## config.mk

```make
export PLATFORM = sky130hd
export DESIGN_NAME = cdb_arbiter
export DESIGN_NICKNAME = d
export VERILOG_FILES = /design/src/rtl/cdb_arbiter.sv
export SDC_FILE = /design/constraint.sdc
export NUM_CORES = 1
export LEC_CHECK = 0
export CORE_MARGIN = 10
export CORE_UTILIZATION = 40
export CTS_BUF_LIST = sky130_fd_sc_hd__clkbuf_2
export DETAILED_ROUTE_END_ITERATION = 8
export MAX_ROUTING_LAYER = met4
export PLACE_DENSITY = 0.83
export SLEW_MARGIN = 20
export SYNTH_ARGS = -nofsm -noshare
export SYNTH_HDL_FRONTEND = slang
export SYNTH_SLANG_ARGS = --single-unit
```

## constraint.sdc

```tcl
create_clock -name clk -period 3.05 [get_ports clk]
set_input_delay 0.305 -clock clk [delete_from_list [all_inputs] [get_ports clk]]
set_output_delay 0.305 -clock clk [all_outputs]
set_load 0.01 [all_outputs]
```

## src/rtl/cdb_arbiter.sv

```systemverilog
// cdb_arbiter: grants one of NUM_REQ result producers per cycle onto the single
// common data bus and registers the winner's tag/data/index with one cycle of latency.
// Build option: define CDB_ARB_FIXED_PRIORITY_EN for fixed lowest-index-wins
// priority (no round-robin pointer); the default build is round-robin.
module cdb_arbiter #(
  parameter int NUM_REQ       = 4,
  parameter int DATA_WIDTH    = 4,
  parameter int CDB_TAG_WIDTH = 4,
  parameter int SRC_WIDTH     = 2
) (
  input  logic                              clk,
  input  logic                              rst_n,
  input  logic [NUM_REQ-1:0]                req_valid,
  input  logic [NUM_REQ*CDB_TAG_WIDTH-1:0]  req_tag,
  input  logic [NUM_REQ*DATA_WIDTH-1:0]     req_data,
  output logic [NUM_REQ-1:0]                req_ready,
  input  logic                              cdb_stall,
  output logic                              cdb_valid,
  output logic [CDB_TAG_WIDTH-1:0]          cdb_tag,
  output logic [DATA_WIDTH-1:0]             cdb_data,
  output logic [SRC_WIDTH-1:0]              cdb_src
);

  logic                     gnt_any_p0;
  logic [SRC_WIDTH-1:0]     gnt_idx_p0;
  logic                     gnt_ok_p0;
  logic [CDB_TAG_WIDTH-1:0] sel_tag_p0;
  logic [DATA_WIDTH-1:0]    sel_data_p0;

  logic                     vld_p1;
  logic [CDB_TAG_WIDTH-1:0] tag_p1;
  logic [DATA_WIDTH-1:0]    data_p1;
  logic [SRC_WIDTH-1:0]     src_p1;

`ifdef CDB_ARB_FIXED_PRIORITY_EN
  // Fixed priority: scan from the top down so the lowest valid index is written last and wins.
  always_comb begin
    gnt_any_p0 = 1'b0;
    gnt_idx_p0 = '0;
    for (int i = NUM_REQ - 1; i >= 0; i--) begin
      if (req_valid[i]) begin
        gnt_any_p0 = 1'b1;
        gnt_idx_p0 = SRC_WIDTH'(i);
      end
    end
  end
`else
  logic [SRC_WIDTH-1:0] rr_ptr;
  logic [SRC_WIDTH:0]   rr_sum;

  // Round-robin: scan offsets from rr_ptr downwards so the smallest offset (first hit
  // in ascending wrapped order) is written last and wins.
  always_comb begin
    gnt_any_p0 = 1'b0;
    gnt_idx_p0 = '0;
    rr_sum     = '0;
    for (int k = NUM_REQ - 1; k >= 0; k--) begin
      rr_sum = {1'b0, rr_ptr} + (SRC_WIDTH+1)'(k);
      if (rr_sum >= (SRC_WIDTH+1)'(NUM_REQ)) begin
        rr_sum = rr_sum - (SRC_WIDTH+1)'(NUM_REQ);
      end
      if (req_valid[rr_sum[SRC_WIDTH-1:0]]) begin
        gnt_any_p0 = 1'b1;
        gnt_idx_p0 = rr_sum[SRC_WIDTH-1:0];
      end
    end
  end

  // Pointer moves one past the winner (wrapping); holds when nothing is granted.
  always_ff @(posedge clk or negedge rst_n) begin
    if (!rst_n) begin
      rr_ptr <= '0;
    end else if (gnt_ok_p0) begin
      if (int'(gnt_idx_p0) == NUM_REQ - 1) begin
        rr_ptr <= '0;
      end else begin
        rr_ptr <= gnt_idx_p0 + 1'b1;
      end
    end
  end
`endif

  // Grant is suppressed while stalled or while reset is asserted.
  assign gnt_ok_p0 = gnt_any_p0 & ~cdb_stall & rst_n;
  assign req_ready = gnt_ok_p0 ? (NUM_REQ'(1) << gnt_idx_p0) : '0;

  // Pick the winner's payload out of the packed request buses.
  always_comb begin
    sel_tag_p0  = '0;
    sel_data_p0 = '0;
    for (int i = 0; i < NUM_REQ; i++) begin
      if (SRC_WIDTH'(i) == gnt_idx_p0) begin
        sel_tag_p0  = req_tag[i*CDB_TAG_WIDTH +: CDB_TAG_WIDTH];
        sel_data_p0 = req_data[i*DATA_WIDTH +: DATA_WIDTH];
      end
    end
  end

  // ---- p0 -> p1: broadcast register; payload holds its last value on idle cycles ----
  always_ff @(posedge clk or negedge rst_n) begin
    if (!rst_n) begin
      vld_p1  <= 1'b0;
      tag_p1  <= '0;
      data_p1 <= '0;
      src_p1  <= '0;
    end else begin
      vld_p1 <= gnt_ok_p0;
      if (gnt_ok_p0) begin
        tag_p1  <= sel_tag_p0;
        data_p1 <= sel_data_p0;
        src_p1  <= gnt_idx_p0;
      end
    end
  end

  assign cdb_valid = vld_p1;
  assign cdb_tag   = tag_p1;
  assign cdb_data  = data_p1;
  assign cdb_src   = src_p1;

endmodule

```

Word level (Yosys, flattened, before mapping)
Cells that the tools add are included.
Widths: inputs -> output; s select.
Operators by class
  reduce and logical (&&, ||, !) cells: 1
  multiplexer cells: 30
  bitwise operators: 3
  add/subtract/negate cells: 8
  magnitude comparators: 8
  shifts and indexed selects: 1
  eq/ne operators: 4
Operators with widths (number)
  $mux 4: 9
  $mux 2: 9
  $lt 2x3->1 const B: 4
  $ge 3x3->1 const B: 3
  $bmux 1 s2: 4
  $mux 1: 8
  $sub 2x1->2 const B: 4
  $add 2x2->3 const B: 2
  $eq 2x2->1 const A: 2
  $shl 1x2->4 const A: 1
  $add 2x1->3 const B: 1
  $ge 2x3->1 const B: 1
  $add 2x1->2 const B: 1
  $and 1x1->1: 2
  $eq 1x2->1 const A: 1
  $eq 2x1->1 const B: 1
  $logic_not 2->1: 1
  $not 1->1: 1
Storage, ports and cells
  output and inout port bits: 15
  logic and storage cells: 60
  register bits: 13
  input bits: 39

Longest topological paths before layout
Gate-level depths: netlist (run 1).
  word-level depth: 14
  mapped depth: 10

Worst setup path after synthesis (run 1)
OpenSTA, ideal clock, no wires.
  kind: register to register
  from: register rr_ptr[0]
  to: register data_p1[0] (netlist: cdb_data[0])
  clock period less this slack: 2002 ps
  slack: 1048 ps
  required time: 2969 ps
  cell stages (with the launch flop): 10
  buffers on the path: 0
  arrival: 1921 ps
  library setup time: 81 ps
  cell sequence: dfrtp_1 nor2b_1 nor3b_2 o22ai_1 inv_1 ha_1 and2b_2 a221oi_1 a211o_1 a31oi_2
Between the ends
  cells in the longest elaborated chain, start to end: 14
Ends and longest elaborated chain
  start, declared: RTL line 48  | logic [SRC_WIDTH-1:0] rr_ptr;
  start signal, assigned: RTL line 77  | rr_ptr <= gnt_idx_p0 + 1'b1;
  $add 2x2->3: RTL line 58  | rr_sum = {1'b0, rr_ptr} + (SRC_WIDTH+1)'(k);
  $ge 3x3->1 or $sub 2x1->2 (tied branches): RTL line 59, 60
  $mux 2: RTL line 59  | if (rr_sum >= (SRC_WIDTH+1)'(NUM_REQ)) begin
  $bmux 1 s2: RTL line 62  | if (req_valid[rr_sum[SRC_WIDTH-1:0]]) begin
  $mux 1 (implied by the code): RTL line 62
  $mux 2 (3 in a row): RTL line 62
  $mux 2 (*): RTL line 62
  via gnt_idx_p0[0]: RTL line 25  | logic [SRC_WIDTH-1:0] gnt_idx_p0;
  $logic_not 2->1: RTL line 92  | if (SRC_WIDTH'(i) == gnt_idx_p0) begin
  $mux 4 (3 in a row): RTL line 92
  $mux 4 (*): RTL line 92
  end signal, assigned: RTL line 110  | data_p1 <= sel_data_p0;
  end, declared: RTL line 32  | logic [DATA_WIDTH-1:0] data_p1;
The timed path passes the listed nets; every way through them passes the cells marked *. The select of a mux whose other input is x is not followed.
A chain may end at the register's enable or synchronous reset.

Worst setup path in the final report (run 1)
  from: input req_valid[2]
  to: output req_ready[3]
RTL lines
  start, declared: RTL line 13  | input logic [NUM_REQ-1:0] req_valid,
  $bmux 1 s2: RTL line 62
  $mux 1 (implied by the code): RTL line 62
  $mux 2 (3 in a row): RTL line 62
  $mux 2 (*): RTL line 62
  via gnt_idx_p0[0]: RTL line 25
  $shl 1x2->4 (*): RTL line 85  | assign req_ready = gnt_ok_p0 ? (NUM_REQ'(1) << gnt_idx_p0) : '0;
  $mux 4 (*): RTL line 85
  end, declared: RTL line 16  | output logic [NUM_REQ-1:0] req_ready,
Marked as above.

==> flow_results.xml, run 1 <==
<?xml version="1.0" encoding="UTF-8"?>
<metrics>
  <group name="route">
    <metric name="routed_len_inst" unit="um">15.75</metric>
    <metric name="drtAntennaViolNets" unit="">0</metric>
    <metric name="drt_first_pass_iters" unit="">4</metric>
    <metric name="routed_wirelength" unit="mm">2.882</metric>
    <metric name="remaining_drc_errors" unit="">0</metric>
    <metric name="route.vias.total" unit="">950</metric>
    <metric name="drtIter0Drc" unit="">31</metric>
    <metric name="dr_vias_cell" unit="">5.191</metric>
  </group>
  <group name="sta">
    <metric name="report.final.slew_viol_count" unit="">0</metric>
    <metric name="timing_worst_slew_pin_value" unit="ns">0.4348</metric>
    <metric name="max_slew_margin" unit="">0.7098</metric>
    <metric name="hold_violations" unit="">0</metric>
    <metric name="fin_tns_setup" unit="ns">0</metric>
    <metric name="final.setup.worst_slack" unit="ns">0.2805</metric>
    <metric name="finalSetupViolations" unit="">0</metric>
    <metric name="holdWs" unit="ns">0.3994</metric>
    <metric name="grt_setup_unrepaired" unit="">false</metric>
    <metric name="skew" unit="ns">0.009810</metric>
    <metric name="final.min_clock_period" unit="ns">2.769</metric>
    <metric name="max_clock_freq" unit="GHz">0.3611</metric>
    <metric name="period_utilization_post_route" unit="">0.9080</metric>
  </group>
  <group name="worst_hold_path">
    <metric name="hold_path.class" unit="">in2async</metric>
  </group>
  <group name="floorplanning">
    <metric name="boundaryPins" unit="">54</metric>
    <metric name="start_util" unit="">0.4240</metric>
    <metric name="die_w" unit="um">68.89</metric>
    <metric name="dieHeight" unit="um">68.89</metric>
    <metric name="placement_rows" unit="">17</metric>
    <metric name="die_area" unit="um^2">4745</metric>
    <metric name="coreArea" unit="um^2">2255</metric>
  </group>
  <group name="pwr">
    <metric name="total_switching_power" unit="mW">0.4294</metric>
    <metric name="share_clk_of_total_power" unit="">0.083</metric>
    <metric name="switching_share" unit="">0.3924</metric>
    <metric name="totalPowerFinal" unit="mW">1.094</metric>
    <metric name="max-vdd-ir-drop" unit="mV">0.4788</metric>
    <metric name="power_report.internal_total" unit="mW">0.6648</metric>
    <metric name="leakage" unit="nW">0.6471</metric>
    <metric name="power_per_cell_area" unit="nW/um^2">713.9</metric>
    <metric name="power_frac_seq" unit="">0.278</metric>
    <metric name="pwr-share-comb" unit="">0.640</metric>
  </group>
  <group name="cts">
    <metric name="clk_root_buffer_cell" unit="">sky130_fd_sc_hd__clkbuf_2</metric>
    <metric name="clk_pin_slew_worst_paths" unit="ns">0.12</metric>
    <metric name="cts_max_path_buffers" unit="">2</metric>
    <metric name="cts.sink_count" unit="">13</metric>
    <metric name="cts_buffers" unit="">3</metric>
    <metric name="latest_clock_arrival_within_the_worst_skew_pair" unit="ns">0.28</metric>
    <metric name="cts_setup_buffers" unit="">0</metric>
    <metric name="cts-htree-levels" unit="">1</metric>
    <metric name="cts.repair.resized" unit="">0</metric>
    <metric name="cts_tree" unit="">built</metric>
    <metric name="cts.hold.buffers_added" unit="">0</metric>
  </group>
  <group name="placement">
    <metric name="dp.final_hpwl" unit="mm">2.443</metric>
    <metric name="place.port_buffers" unit="">53</metric>
    <metric name="place.gp.congestion" unit="">0.8209</metric>
    <metric name="preCtsSetupSlack" unit="ns">0.2716</metric>
    <metric name="placed_cells_incl_taps" unit="">179</metric>
  </group>
  <group name="yosys">
    <metric name="synth_seq_area_share" unit="">0.3403</metric>
    <metric name="postSynthAreaPerCell" unit="um^2">9.559</metric>
    <metric name="yosys_register_bits" unit="">13</metric>
    <metric name="synth-warning-count" unit="">0</metric>
    <metric name="syn_nets" unit="">143</metric>
    <metric name="mappedNetlistArea" unit="um^2">955.9</metric>
    <metric name="count_of_cell_types_in_the_netlist" unit="">29</metric>
    <metric name="syn_inst" unit="">100</metric>
  </group>
  <group name="grt">
    <metric name="antenna_found_initial" unit="">0</metric>
    <metric name="wire_length_of_the_first_global_routing_pass" unit="mm">4.616</metric>
    <metric name="track_usage" unit="">0.1340</metric>
    <metric name="first_global_vias" unit="">1035</metric>
    <metric name="grt_max_degree" unit="">18</metric>
    <metric name="globalRouteOverflowTotal" unit="">0</metric>
  </group>
  <group name="critical_path">
    <metric name="worst_setup_path_start_kind" unit="">primary input</metric>
    <metric name="cp_data_arrival_time" unit="ns">2.46</metric>
    <metric name="timing.reg2reg.worst_path_depth" unit="">9</metric>
    <metric name="timing_startpoint_of_the_critical_path" unit="">req_valid[2]</metric>
    <metric name="regToRegStartpoint" unit="">rr_ptr[0]$_DFFE_PN0P_</metric>
    <metric name="criticalPathCategory" unit="">in2out</metric>
    <metric name="worstSetupEndpointType" unit="">output pin</metric>
    <metric name="cp_data_required_time" unit="ns">2.74</metric>
    <metric name="timing.critical_path.fanout_max" unit="">5</metric>
  </group>
  <group name="layout">
    <metric name="syn2layout_area_growth" unit="%">60.34</metric>
    <metric name="mostFrequentLayoutCell" unit="">sky130_fd_sc_hd__clkdlybuf4s50_1</metric>
    <metric name="most_frequent_cells_in_the_layout" unit="">sky130_fd_sc_hd__clkdlybuf4s50_1 (53), sky130_fd_sc_hd__dfrtp_1 (13), sky130_fd_sc_hd__inv_1 (11)</metric>
    <metric name="diodes" unit="">0</metric>
    <metric name="final_layout_size_suffix_gt1_frac" unit="">0.2000</metric>
    <metric name="final_net_count" unit="">199</metric>
    <metric name="finalNonFillerCells" unit="">183</metric>
    <metric name="fillCellCount" unit="">203</metric>
  </group>
  <group name="run">
    <metric name="maxCapViolCount" unit="">0</metric>
  </group>
  <group name="outcome">
    <metric name="run_status" unit="">complete, no violations</metric>
  </group>
</metrics>
## layout make-up
cell class / instances / area [um^2] / area share
inverter: 11 / 41.29 / 0.02694
sequential: 13 / 325.3 / 0.2122
timing repair buffer: 58 / 568.0 / 0.3706
multi-input combinational: 69 / 543.0 / 0.3543
tap: 28 / 35.03 / 0.02286
clock buffer: 4 / 20.02 / 0.01306
## metrics by stage
step,util,cell area (um^2)
after global placement,0.6709,1513
after detailed placement,0.6709,1513
after floorplan,-,955.9
after CTS,0.6798,1533
final,0.6798,1533
after global routing,0.6798,1533
## metal layers
layer | GRT usage | share of wire
met1 | 0.1322 | 0.41
met2 | 0.2169 | 0.46
met3 | 0.07568 | 0.10
met4 | 0.04926 | 0.026
met5 | - | 0
## cell families after synthesis
logic type | share of synthesized area
multiplexers | 0.04973
buffers and inverters | 0.09162
AO/OA/AOI/OAI | 0.2513
AND/OR/NAND/NOR | 0.2147
adder cells (fa/ha/maj) | 0.05236
flip-flops | 0.3403
## critical path, cell delays in order
cell and delay (ns):
sky130_fd_sc_hd__clkdlybuf4s50_1 0.51, sky130_fd_sc_hd__nor2b_1 0.22, sky130_fd_sc_hd__nor3b_2 0.07, sky130_fd_sc_hd__o22ai_1 0.34, sky130_fd_sc_hd__inv_1 0.12, sky130_fd_sc_hd__ha_1 0.23
sky130_fd_sc_hd__and2_2 0.18, sky130_fd_sc_hd__clkdlybuf4s50_1 0.49
## final timing paths
path	end	slack [ns]
worst min register to register	cdb_src[1]$_DFFE_PN0P_	0.52
worst max-delay path	req_ready[3]	0.28
worst min-delay path	cdb_tag[0]$_DFFE_PN0P_	0.40
max in group asynchronous	cdb_valid$_DFF_PN0_	2.49
min in group clk	cdb_src[1]$_DFFE_PN0P_	0.52
worst max register to register	cdb_data[3]$_DFFE_PN0P_	0.76
## synth_stat cells (all sizes together)
cell type  count  share of area
nor3b          2          0.033
nor3           1         0.0052
a22oi          1         0.0079
nand2         10          0.039
o21ai          1         0.0052
mux2i          1          0.010
inv           11          0.043
ha             4          0.052
a31oi          7          0.079
a21oi          3          0.016
dfrtp         13           0.34
nor4           1          0.013
clkbuf         1         0.0039
nor2b          2          0.013
a211o          7          0.064
o22ai          1         0.0065
buf            6          0.045
mux2           3          0.039
and2b          3          0.025
a221oi         7          0.064
a2bb2oi        1         0.0092
and2           4          0.031
nor2          10          0.055
## power groups by stage
stage	clock network, mW	logic, mW	registers, mW
finish	0.0903	0.700	0.304
global route	0.103	0.770	0.312
CTS	0.0940	0.714	0.303
detailed placement	0	0.712	0.306
global placement	0	0.694	0.303
floorplan	0	0.387	0.329
## state kept, by name, summed over array words and instances (netlist names)
| signal | count |
|---|---|
| cdb_valid | 1 |
| cdb_data | 4 |
| rr_ptr | 2 |
| cdb_src | 2 |
| cdb_tag | 4 |
Power figures use the tool's default switching activity.
==> inputs of run 2 (changes only) <==
CAP_MARGIN = 20   (was default)
SKIP_CTS_REPAIR_TIMING = 1   (was default)
==> results of run 2 <==
The final DEF is identical to that of run 1; final timing and power are the same.
